==> config.mk <==
export PLATFORM = sky130hd
export DESIGN_NAME = cs_map
export DESIGN_NICKNAME = d
export VERILOG_FILES = /design/src/rtl/cs_map.sv
export SDC_FILE = /design/constraint.sdc
export NUM_CORES = 1
export LEC_CHECK = 0
export CAP_MARGIN = 30
export CORE_MARGIN = 4
export CORE_UTILIZATION = 38
export DETAILED_ROUTE_END_ITERATION = 7
export PLACE_DENSITY = 0.87
export SLEW_MARGIN = 20
export SYNTH_ARGS = -nofsm -noshare
export SYNTH_HDL_FRONTEND = slang
export SYNTH_SLANG_ARGS = --single-unit
export TNS_END_PERCENT = 10
==> constraint.sdc <==
create_clock -name CLK -period 4.7 [get_ports CLK]
set_clock_uncertainty 0.2 [all_clocks]
set_input_delay 0.705 -clock CLK [delete_from_list [all_inputs] [get_ports CLK]]
set_output_delay 0.705 -clock CLK [all_outputs]
set_load 0.02 [all_outputs]
==> src/rtl/cs_map.sv <==
// cs_map : bus-cycle chip-select decoder and boot-overlay controller for the
// 68HC000 side of the accelerator CPLD.
//
// Ports
//   CLK         in   CPU-domain clock
//   nRES        in   asynchronous active-low reset
//   A[15:0]     in   CPU address bits A[23:8]
//   nWE         in   CPU write strobe, low = write
//   BACT        in   bus cycle active
//   Overlay     out  1 = boot ROM mirrored at address 0
//   ROMCS, ROMCS4X, SndROMCS        out  ROM selects
//   RAMCS, RAMCS0X, SndRAMCSWR      out  RAM selects
//   IOCS, IOPWCS, IACS              out  IO-bridge, posted-write snoop, IACK
//   dbg_state   out  overlay FSM state (0 = OVL_ON, 1 = OVL_OFF)
//
// Handshake: there is no valid/ready pair here. BACT high marks a CPU bus
// cycle in progress; a cycle is complete on the first CLK edge that samples
// BACT low. The overlay state only ever changes on such an edge.
//
// Build option: define CS_LATCH_EN to hold every select stable from the
// second clock of a bus cycle until BACT falls. Without it all selects are
// purely combinational and no latch flops exist.

module cs_map #(
    parameter int          OVL_EXIT_HITS = 1,
    parameter logic [15:0] IO_MASK       = 16'hFFE0,
    parameter logic [7:0]  WIN_BASE      = 8'h3F,
    parameter logic [15:0] VID_PAGE_MASK = 16'hFCFC,
    parameter logic [15:0] SND_A_MASK    = 16'h000E,
    parameter logic [15:0] SND_F_MASK    = 16'hE000
) (
    input  logic        CLK,
    input  logic        nRES,
    input  logic [15:0] A,
    input  logic        nWE,
    input  logic        BACT,
    output logic        Overlay,
    output logic        ROMCS,
    output logic        ROMCS4X,
    output logic        SndROMCS,
    output logic        RAMCS,
    output logic        RAMCS0X,
    output logic        SndRAMCSWR,
    output logic        IOCS,
    output logic        IOPWCS,
    output logic        IACS,
    output logic        dbg_state
);

    typedef enum logic {
        OVL_ON  = 1'b0,
        OVL_OFF = 1'b1
    } ovl_state_e;

    localparam logic [3:0] EXIT_HITS = 4'(OVL_EXIT_HITS);

    ovl_state_e state_q, state_d;
    logic [3:0] cnt_q, cnt_d;
    logic       hit_q, hit_d;
    logic       run_q, run_d;     // low only on the first edge after reset release
    logic [3:0] cnt_inc;

    logic       ovl;
    logic [3:0] seg;
    logic       rom4x_c, romcs_c, sndrom_c, ram0x_c, ramcs_c;
    logic       win_c, iopw_c, sndram_c, iacs_c, iocs_c;
    logic [8:0] sel_c;
    logic [8:0] sel_out;

    assign ovl = (state_q == OVL_ON);
    assign seg = A[15:12];

    // ---------------- address decode ----------------
    always_comb begin
        rom4x_c  = (seg == 4'h4);
        romcs_c  = rom4x_c | ((seg == 4'h0) & ovl);
        sndrom_c = rom4x_c & ((A[11:0] == 12'h36C) | (A[11:0] == 12'h36D) |
                              (A[11:0] == 12'h36F));
        ram0x_c  = (A[15:14] == 2'b00);
        ramcs_c  = ram0x_c & ~ovl;
        win_c    = ram0x_c & ~nWE & (A[15:8] == WIN_BASE);
        iopw_c   = win_c & VID_PAGE_MASK[A[7:4]];
        sndram_c = win_c & (((A[7:4] == 4'hA) & SND_A_MASK[A[3:0]]) |
                            ((A[7:4] == 4'hF) & SND_F_MASK[A[3:0]]));
        iacs_c   = (A[15:8] == 8'hFF);
        // The 4X region reaches the IO bridge while the overlay is active.
        iocs_c   = IO_MASK[seg] | (rom4x_c & ovl) | iopw_c;
        sel_c    = {romcs_c, rom4x_c, sndrom_c, ramcs_c, ram0x_c,
                    sndram_c, iocs_c, iopw_c, iacs_c};
    end

    // ---------------- overlay FSM ----------------
    assign cnt_inc = cnt_q + 4'd1;

    always_comb begin
        state_d = state_q;
        cnt_d   = cnt_q;
        hit_d   = hit_q;
        run_d   = 1'b1;
        if (run_q && state_q == OVL_ON) begin
            if (BACT) begin
                if (rom4x_c) begin
                    hit_d = 1'b1;
                end
            end else if (hit_q) begin
                // One count per completed cycle, however many clocks it took.
                hit_d = 1'b0;
                if (cnt_q < EXIT_HITS) begin
                    cnt_d = cnt_inc;
                end
                if (cnt_inc == EXIT_HITS) begin
                    state_d = OVL_OFF;
                end
            end
        end
    end

    always_ff @(posedge CLK or negedge nRES) begin
        if (!nRES) begin
            state_q <= OVL_ON;
            cnt_q   <= 4'd0;
            hit_q   <= 1'b0;
            run_q   <= 1'b0;
        end else begin
            state_q <= state_d;
            cnt_q   <= cnt_d;
            hit_q   <= hit_d;
            run_q   <= run_d;
        end
    end

`ifdef CS_LATCH_EN
    // ---------------- per-cycle select latch ----------------
    logic       bact_q, bact_d;
    logic       lat_act_q, lat_act_d;
    logic [8:0] lat_q, lat_d;

    always_comb begin
        bact_d    = BACT;
        lat_d     = lat_q;
        lat_act_d = 1'b0;
        if (BACT) begin
            if (!bact_q) begin
                lat_d     = sel_c;
                lat_act_d = 1'b1;
            end else begin
                lat_act_d = lat_act_q;
            end
        end
    end

    always_ff @(posedge CLK or negedge nRES) begin
        if (!nRES) begin
            bact_q    <= 1'b0;
            lat_act_q <= 1'b0;
            lat_q     <= 9'd0;
        end else begin
            bact_q    <= bact_d;
            lat_act_q <= lat_act_d;
            lat_q     <= lat_d;
        end
    end

    // Gated with BACT so the selects return to live decode as soon as BACT drops.
    assign sel_out = (lat_act_q & BACT) ? lat_q : sel_c;
`else
    assign sel_out = sel_c;
`endif

    assign {ROMCS, ROMCS4X, SndROMCS, RAMCS, RAMCS0X,
            SndRAMCSWR, IOCS, IOPWCS, IACS} = sel_out;
    assign Overlay   = ovl;
    assign dbg_state = state_q;

endmodule

# --- Word level (Yosys, flattened, before mapping) ---
# Memories as Yosys holds them, arrays and structs flattened.
# Index checks and enable logic that the tools add are counted.
# Widths: inputs -> output; s select.
totals:
  regBits: 7
  mem_bits_ro: 64
  out_inout_bits: 11
  wordCells: 54
  memories: 4
mem_list:
  columns: ["name", "depth", "width", "read_ports", "rd_ports_with_merged_regs", "wr", "line", "source"]
  rows:
  - ["(no name shown)", 16, 1, 1, 0, 0, "87", "iocs_c = IO_MASK[seg] | (rom4x_c & ovl) | iopw_c;"]
  - ["(no name shown)", 16, 1, 1, 0, 0, "84", "((A[7:4] == 4'hF) & SND_F_MASK[A[3:0]]));"]
  - ["(no name shown)", 16, 1, 1, 0, 0, "83", "sndram_c = win_c & (((A[7:4] == 4'hA) & SND_A_MASK[A[3:0]]) |"]
  - ["(no name shown)", 16, 1, 1, 0, 0, "82", "iopw_c = win_c & VID_PAGE_MASK[A[7:4]];"]
classes:
  add_sub_neg: 1
  order_cmp: 4
  eq_ne: 10
  mux: 6
  bitwise_logic: 19
  reduce_logical: 6
ops:
  columns: ["operator", "count"]
  rows:
  - ["$eq 12x10->1 const B", 3]
  - ["$lt 4x5->1 const B", 3]
  - ["$and 1x1->1", 10]
  - ["$eq 4x4->1 const B", 2]
  - ["$eq 8x6->1 const B", 1]
  - ["$eq 8x8->1 const B", 1]
  - ["$reduce_and 4->1", 2]
  - ["$mux 1", 6]
  - ["$or 1x1->1", 6]
  - ["$add 4x1->4 const B", 1]
  - ["$eq 4x1->1 const B", 1]
  - ["$eq 4x3->1 const B", 1]
  - ["$logic_not 4->1", 1]
  - ["$lt 4x1->1 const B", 1]
  - ["$not 1->1", 3]
  - ["$logic_not 2->1", 1]
  - ["$ne 2x1->1 const B", 1]
  - ["$reduce_and 2->1", 1]
  - ["$logic_and 1x1->1", 1]

# --- Depth between registers and ports, before layout ---
# Gate-level depths: netlist (run 1).
logic_depth:
  ltp_word: 5
  mapped_depth: 5
  depth_no_buf: 5

# --- Worst setup path after synthesis (run 1) ---
# OpenSTA, ideal clock, no wires.
synth_timing:
  path_type: "input to output"
  from: "input port A[15]"
  to: "output port SndROMCS"
  arrival_ns: 1.829
  path_slack_ns: 1.966
  stages: 3
  n_path_buf: 0
  cell_sequence: "nor4b_4 o2111ai_1 nor4b_2"
synth_via:
  elab_chain_len: 2
synth_lines:
  columns: ["element", "line", "source"]
  rows:
  - ["start, declared", "34", "input logic [15:0] A,"]
  - ["$eq 4x3->1", "75", "rom4x_c = (seg == 4'h4);"]
  - ["$and 1x1->1", "77", "sndrom_c = rom4x_c & ((A[11:0] == 12'h36C) | (A[11:0] == 12'h36D) |"]
  - ["end, declared", "40", "output logic SndROMCS,"]
# Every way passes these cells.

# --- Worst setup path after layout (run 1) ---
# Ends and elaborated chain as after synthesis.

==> results of run 1 <==
-- report_power, final --
part / switching (W) / internal, W
sequential: 0.000000390 / 0.0000608
combinational: 0.0000138 / 0.0000206
clock: 0.0000219 / 0.0000324
-- critical path: stages --
cell and delay, ns:
clkdlybuf4s50_1 0.56, nor4b_4 0.39, o2111ai_1 0.18, nor4b_2 0.24, clkdlybuf4s50_1 0.64
-- cell families (layout without fill, tap and decap cells) --
family                   count (synthesis)  in the layout
AND/OR/NAND/NOR                         25             25
AO/OA/AOI/OAI                           10             10
flip-flops                               7              7
buffers and inverters                    5             38
adder cells (fa/ha/maj)                  3              3
XOR/XNOR                                 3              3
other                                    1              1
multiplexers                             1              1
-- how the worst max path moves through the flow --
stage / slack [ns] / end
after global placement: 1.15 / SndROMCS
final: 1.07 / SndROMCS
after floorplan: 1.97 / SndROMCS
after CTS: 1.09 / SndROMCS
after global routing: 1.01 / SndROMCS
after detailed placement: 1.08 / SndROMCS
-- placed cells by master (no fill, tap or decap) --
cell type	count
nand4b_1	1
nor4bb_1	1
nor4b_4	1
nand2_1	1
nand4bb_1	1
a31oi_1	1
nand3_1	2
xor2_1	1
dfrtp_1	7
nor2_1	7
o31ai_1	2
nor3_1	5
nand2b_1	1
or3b_2	1
and3_1	1
inv_1	4
o21ai_0	2
a21oi_1	2
nor4b_2	1
and4_1	1
xnor2_1	2
ha_1	3
a21o_1	1
conb_1	1
nor4_1	1
clkbuf_1	1
clkbuf_4	3
o2111ai_1	2
mux2_2	1
clkdlybuf4s50_1	30
-- layer usage --
metal	GRT usage [%]	wire length, um	vias up
met4	3.614	12	0
met3	7.317	57	2
li1	-	-	269
met2	30.37	847	10
met1	20.98	605	251
met5	0	0	-
-- stage by stage --
step           hold slack [ns]  total power, W
5_1_grt                 0.2579       0.0001599
3_5_place_dp            0.2206      0.00009659
6_report                0.2298       0.0001500
2_1_floorplan           0.2094      0.00007025
3_3_place_gp            0.2061      0.00009563
4_1_cts                 0.2328       0.0001517
-- sequential cells by signal (all words and copies together), names as in the netlist --
register,count
run_q,1
dbg_state,1
cnt_q,4
hit_q,1
-- area by class of cell --
class	count	area (um2)	share of cell area, %
Timing Repair Buffer	30	300.3	35.35
Inverter	4	15.01	1.767
Tap cell	14	17.52	2.062
Sequential cell	7	175.2	20.62
Multi-Input combinational cell	43	315.3	37.11
Clock buffer	4	26.28	3.093
==> flow_metrics.tcl, run 1 <==
set metrics [dict create \
    slew_viol_final 0 \
    start_util_pct 42.93 \
    synth_top_family_by_area "simple AND/OR/NAND/NOR gates" \
    finalWorstSetupSlack_ns 1.069 \
    vias 532 \
    yosysTopAreaCell "dfrtp_1" \
    die_h_um 44.61 \
    avgRoutedWirePerCell_um 14.93 \
    synth_area_um2 509.2 \
    hp-start "cnt_q[3]$_DFFE_PN0P_" \
    synth_fp_nets 78 \
    synth-simple-area-share_pct 33.42 \
    ys_seq_area_share_pct 34.40 \
    die_w_um 44.61 \
    whs_endpoint "cnt_q[3]$_DFFE_PN0P_" \
    final_cells 102 \
    rr_worst_depth 5 \
    root_buffer "clkbuf_4" \
    n_antenna_cell 0 \
    synthXorXnorAreaFrac_pct 5.160 \
    synth_common_cells "dfrtp_1 (7), nor2_1 (7), nor3_1 (5)" \
    antenna_found_initial 0 \
    core_um2 1186 \
    placed_area_um2 823.3 \
    timing.final.crit_share_pct 77.26 \
    final_layout_size_suffix_gt1_share_pct 7.955 \
    areaGrowthSynthToFinish_pct 66.83 \
    synthMuxAreaShare_pct 2.211 \
    syn_avg_cell_area_um2 9.259 \
    crit_required_ns 3.80 \
    grt_pass1_wl_mm 2.594 \
    ios 31 \
    synth_area_leaders "dfrtp_1 (34%), ha_1 (7.4%), nor2_1 (5.2%), nor3_1 (4.9%), nor4b_4 (4.7%)" \
    cts_tree "yes" \
    fmaxAchievable_mhz 275.4 \
    wirelength_mm 1.523 \
    rsz0062_at_grt "false" \
    ys_warn_count 0 \
    tns_ns 0 \
    worstSetupPathType "in2out" \
    r2r-start "cnt_q[0]$_DFFE_PN0P_" \
    crit_start "A[15]" \
    final_core_util_pct 71.62 \
    crit_arrival_ns 2.73 \
    rows 12 \
    ys_ff_latch 7 \
    synthAdderAreaFrac_pct 7.371 \
    grt_pass1_vias 554 \
    period_needed_ns 3.631 \
    synthArstFlopShare_pct 100.0 \
    first_iter_violations 12 \
    grt.overflow.total 0 \
    power_density_nw_per_um2 176.6 \
    port_buffers 30 \
    clock-sinks 7 \
    cts_buffer_depth 2 \
    ys.flop_type "dfrtp_1" \
    startpoint_type "primary input" \
    filler_cell_count 88 \
    yosysTopAreaCellShare_pct 34.40 \
    setup_viol 0 \
    cts_hold_buf 0 \
    rrSetupSlack_ns 2.91 \
    ant_nets 0 \
    first_pass_iters 3 \
    finalHoldViolCount 0 \
    fin_area_um2 849.6 \
    avgViaCountPerCell 5.216 \
    drc 0 \
    syn_inst 55 \
    placed_cells 98 \
    synth_compound_area_share_pct 13.02 \
    crit_fanout 7 \
    synth-edff-count 0 \
    hold_class "reg2reg" \
    cts.clk_slew.worst_paths_ns 0.05 \
    layout.nets 112 \
    peakVddDrop_v 0.0002079 \
    cts_resized 0 \
    max-cap-violations 0 \
    gp_congestion 0.7708 \
    groute.usage.overall_pct 17.91 \
    numCtsBuffers 3 \
    die_area_um2 1990 \
    grt_max_degree 8 \
    cts.htree.levels 1 \
    postCtsSetupBuffers 0 \
    pre_cts_slack_ns 1.084 \
    status "finished, final reports clean" \
    yosysUniqueCellTypes 28 \
    hpwlAfterDp_mm 1.335 \
    holdPathStages 0 \
    r2r-end "cnt_q[1]$_DFFE_PN0P_" \
    clk_latency_ns 0.25 \
    p_leak_nw 0.3429 \
    cp-end-kind "output pin" \
]
No activity file was read; power rests on OpenSTA's default activity.
==> inputs of run 2 (changes only) <==
CORE_UTILIZATION = 35   (was 38)
PLACE_DENSITY = 0.81   (was 0.87)
clock period = 3.45 ns   (was 4.7 ns; I/O delays follow)
==> flow_metrics.tcl, run 2 (synthesized netlist as in run 1, its figures left out) <==
set metrics [dict create \
    gp_congestion 0.8339 \
    port_buffers 30 \
    numCtsBuffers 3 \
    layout_common_cells "clkdlybuf4s50_1 (30), nor2_1 (7), dfrtp_1 (7)" \
    final_cells 103 \
    top_layer_used "met4" \
    first_pass_iters 2 \
    die_w_um 46.15 \
    antenna_found_initial 0 \
    ios 31 \
    wl_met1_um 605 \
    layout_commonest_cell "clkdlybuf4s50_1" \
    crit_chain "clkdlybuf4s50_1 -> nor4b_4 -> o2111ai_1 -> nor4b_2 -> clkdlybuf4s50_1" \
    placed_cells 99 \
    cts_buffer_depth 2 \
    crit_fanout 7 \
    die_area_um2 2129 \
    start_util_pct 38.18 \
    first_iter_violations 1 \
    root_buffer "clkbuf_4" \
    p_leak_nw 0.3429 \
    layout.nets 112 \
    peakVddDrop_v 0.0002402 \
    max-cap-violations 0 \
    areaGrowthSynthToFinish_pct 67.08 \
    largest_register_ffs 4 \
    vias 539 \
    period_needed_ns 3.252 \
    timing.final.crit_share_pct 94.26 \
    grt.overflow.total 0 \
    timing.hold.ws_ns 0.2350 \
    holdPathStages 0 \
    clk_latency_ns 0.25 \
    fmaxAchievable_mhz 307.5 \
    total_power_w 0.0002048 \
    cts_hold_buf 0 \
    crit_arrival_ns 2.53 \
    slowest_delay_ns 0.63 \
    drc 0 \
    setup_viol 0 \
    whs_endpoint "cnt_q[3]$_DFFE_PN0P_" \
    grt_max_degree 8 \
    grt_pass1_wl_mm 2.221 \
    hold_class "reg2reg" \
    n_antenna_cell 0 \
    status "finished, final reports clean" \
    power_density_nw_per_um2 240.7 \
    crit_required_ns 2.73 \
    wl_met3_um 203 \
    avgRoutedWirePerCell_um 13.60 \
    avgViaCountPerCell 5.233 \
    rsz0062_at_grt "false" \
    cts_tree "yes" \
    slew_viol_final 0 \
    cts.htree.levels 1 \
    grt_pass1_vias 518 \
    core_um2 1334 \
    startpoint_type "primary input" \
    rows 13 \
    worst_path_max_delay_cell "clkdlybuf4s50_1" \
    route.met2.wl_um 574 \
    groute.usage.overall_pct 14.82 \
    tns_ns 0 \
    hp-start "cnt_q[3]$_DFFE_PN0P_" \
    hpwlAfterDp_mm 1.157 \
    r2r-end "cnt_q[1]$_DFFE_PN0P_" \
    die_h_um 46.15 \
    r2r-start "cnt_q[0]$_DFFE_PN0P_" \
    cp-end-kind "output pin" \
    cts.clk_slew.worst_paths_ns 0.05 \
    final_layout_size_suffix_gt1_share_pct 7.955 \
    rr_worst_depth 5 \
    rrSetupSlack_ns 1.68 \
    cp_common_cell "clkdlybuf4s50_1" \
    ant_nets 0 \
    wirelength_mm 1.401 \
    postCtsSetupBuffers 0 \
    top_register "cnt_q" \
    cts_resized 0 \
    clock-sinks 7 \
    finalHoldViolCount 0 \
    worstSetupPathType "in2out" \
]
run 2: how the worst max path moves through the flow:
stage | end | from | cells past startpoint
after detailed placement | SndROMCS | A[15] | 5
final | SndROMCS | A[15] | 5
after CTS | SndROMCS | A[15] | 5
after global placement | SndROMCS | A[15] | 5
after floorplan | SndROMCS | A[15] | 3
after global routing | SndROMCS | A[15] | 5
run 2: cell type report:
class | count | area [um2]
Fill cell | 125 | 483.0
Clock buffer | 4 | 26.28
Multi-Input combinational cell | 43 | 315.3
Inverter | 4 | 15.01
Sequential cell | 7 | 175.2
Tap cell | 15 | 18.77
Timing Repair Buffer | 30 | 300.3
run 2: metrics by stage:
stage / cell area [um2] / worst slack (ns) / utilization (%)
finish: 850.8 / 0.1979 / 63.79
CTS: 850.8 / 0.1922 / 63.79
detailed placement: 824.5 / 0.1994 / 61.82
global placement: 824.5 / 0.2473 / 61.82
floorplan: 509.2 / 1.091 / -
global route: 850.8 / 0.06160 / 63.79
run 2: metal layers:
metal  global-route usage, %  vias to the layer above
li1                        -                      269
met1                   16.98                      237
met2                   24.73                       31
met3                   4.688                        2
met4                   6.818                        0
met5                       0                        -
run 2: critical path: cells and delay by family:
family / cells / cell delay, ns
buf+inv: 2 / 1.19
simple gates: 2 / 0.64
compound gates: 1 / 0.19
run 2: where the power goes:
part	internal, W	switching [W]
sequential	0.0000828	0.000000561
combinational	0.0000281	0.0000182
clock	0.0000442	0.0000310
total	0.000155	0.0000497
==> inputs of run 3 (changes only) <==
ABC_AREA = 1   (was default)
CORE_UTILIZATION = 38   (was 35)
PLACE_DENSITY = 0.82   (was 0.81)
==> flow_metrics.tcl, run 3 <==
set metrics [dict create \
    status "finished, final reports clean" \
    first_pass_iters 4 \
    cts.clk_slew.worst_paths_ns 0.05 \
    wirelength_mm 1.414 \
    startpoint_type "primary input" \
    start_util_pct 40.17 \
    yosysTopAreaCell "dfrtp_1" \
    yosysTopAreaCellShare_pct 29.29 \
    rows 14 \
    hold_class "reg2reg" \
    peakVddDrop_v 0.0001851 \
    ys_ff_latch 7 \
    worstSetupPathType "in2out" \
    layout_commonest_cell "clkdlybuf4s50_1" \
    synthArstFlopShare_pct 100.0 \
    crit_required_ns 2.73 \
    largest_register_ffs 4 \
    cp_common_cell "clkdlybuf4s50_1" \
    clk_latency_ns 0.24 \
    core_um2 1489 \
    filler_cell_count 123 \
    ios 31 \
    tns_ns 0 \
    port_buffers 30 \
    synth-edff-count 0 \
    total_power_w 0.0002046 \
    worst_path_max_delay_cell "clkdlybuf4s50_1" \
    grt_max_degree 8 \
    crit_fanout 4 \
    vias 666 \
    root_buffer "clkbuf_4" \
    avgRoutedWirePerCell_um 9.819 \
    antenna_found_initial 0 \
    hp-start "cnt_q[3]$_DFFE_PN0P_" \
    slowest_delay_ns 0.62 \
    n_antenna_cell 0 \
    ys_seq_area_share_pct 29.29 \
    crit_chain "clkdlybuf4s50_1 -> inv_1 -> nand2_2 -> nor3_2 -> nand2_1 -> nor2_1 -> clkdlybuf4s50_1" \
    die_h_um 47.67 \
    crit_arrival_ns 2.12 \
    cts.htree.levels 1 \
    ys_warn_count 0 \
    finalHoldViolCount 0 \
    first_iter_violations 7 \
    setup_viol 0 \
    postCtsSetupBuffers 0 \
    rsz0062_at_grt "false" \
    max-cap-violations 0 \
    grt_pass1_wl_mm 1.945 \
    gp_congestion 0.7943 \
    cp-end-kind "output pin" \
    top_register "cnt_q" \
    ant_nets 0 \
    avgViaCountPerCell 4.625 \
    cts_buffer_depth 2 \
    synth_area_um2 598.1 \
    cts_tree "yes" \
    grt_pass1_vias 519 \
    r2r-start "cnt_q[0]$_DFFE_PN0P_" \
    hpwlAfterDp_mm 1.214 \
    groute.usage.overall_pct 11.89 \
    die_w_um 47.67 \
    synth_fp_nets 118 \
    layout.nets 152 \
    syn_inst 95 \
    p_leak_nw 0.4737 \
    syn_avg_cell_area_um2 6.296 \
    die_area_um2 2272 \
    ys.flop_type "dfrtp_1" \
    grt.overflow.total 0 \
    slew_viol_final 0 \
    cts_hold_buf 0 \
    layout_common_cells "clkdlybuf4s50_1 (30), nand2_1 (26), inv_1 (16)" \
    clock-sinks 7 \
    period_needed_ns 2.840 \
    synth_common_cells "nand2_1 (26), inv_1 (16), nor2_1 (13)" \
    yosysUniqueCellTypes 21 \
    path_buf_inv 3 \
    yosysMostFrequentCell "nand2_1" \
    final_layout_size_suffix_gt1_share_pct 10.94 \
    fmaxAchievable_mhz 352.1 \
    power_density_nw_per_um2 217.4 \
    cts_resized 0 \
    crit_start "A[15]" \
    timing.final.crit_share_pct 82.33 \
    drc 0 \
    numCtsBuffers 3 \
    path_delay_family "buffers and inverters" \
    areaGrowthSynthToFinish_pct 57.32 \
    synth_area_leaders "dfrtp_1 (29%), nand2_1 (16%), inv_1 (10%), nor2_1 (8.2%), ha_1 (6.3%)" \
]
## run 3: changes by cell type after synthesis, moves of 3 or more
cell	delta
inv_1	+12
inv_2	+3
nand2_1	+25
nand3_1	+4
nand4_1	+3
nor2_1	+6
nor3_1	-3
## run 3: worst paths after layout
kind	endpoint	slack [ns]	cells after the start
min reg2reg	cnt_q[3]$_DFFE_PN0P_	0.21	0
min	cnt_q[3]$_DFFE_PN0P_	0.21	0
max	SndRAMCSWR	0.61	7
max in group asynchronous	dbg_state$_DFFE_PN0P_	2.48	1
min in group asynchronous	cnt_q[3]$_DFFE_PN0P_	0.33	1
max reg2reg	cnt_q[0]$_DFFE_PN0P_	2.08	8
## run 3: cell families after synthesis
| family | after synthesis | share of synthesized area [%] |
|---|---|---|
| other cells | 1 | 0.6270 |
| buf+inv | 21 | 13.39 |
| simple gates | 57 | 44.77 |
| flops | 7 | 29.29 |
| fa+ha+maj | 3 | 6.277 |
| compound gates | 6 | 5.648 |
## run 3: layout make-up
cell class / count / area (um2) / share of cell area (%)
Tap cell: 16 / 20.02 / 2.128
Sequential cell: 7 / 175.2 / 18.62
Timing Repair Buffer: 30 / 300.3 / 31.91
Multi-Input combinational cell: 67 / 342.8 / 36.44
Inverter: 20 / 76.32 / 8.112
Clock buffer: 4 / 26.28 / 2.793
## run 3: report_power, final
part | switching, W | internal, W | leakage [nW]
Clock | 0.0000257 | 0.0000438 | 0.0150
Combinational | 0.0000217 | 0.0000285 | 0.376
Sequential | 0.00000121 | 0.0000835 | 0.0827
## run 3: per-stage QoR
step           cells  setup slack, ns  area (um2)  hold slack (ns)  utilization (%)
2_1_floorplan     95            1.420       598.1          0.02191                -
3_3_place_gp     140           0.6740       914.6           0.2093            61.43
3_5_place_dp     140           0.6243       914.6           0.2073            61.43
4_1_cts          144           0.6191       940.9           0.2183            63.19
5_1_grt          144           0.4911       940.9           0.2440            63.19
6_report         144           0.6096       940.9           0.2116            63.19
## run 3: worst reg2reg max path: stages (launching register included)
cell,delay [ns]
dfrtp_1,0.40
inv_1,0.10
ha_1,0.20
nand2_1,0.08
nor2_2,0.05
nand2_4,0.09
clkinv_2,0.05
nand2_1,0.05
nand2_1,0.04
## run 3: metal layers
| layer | routed length (um) | GRT usage [%] |
|---|---|---|
| met5 | 0 | 0 |
| met4 | 0 | 3.226 |
| met3 | 192 | 3.008 |
| met2 | 633 | 20.32 |
| met1 | 588 | 14.84 |
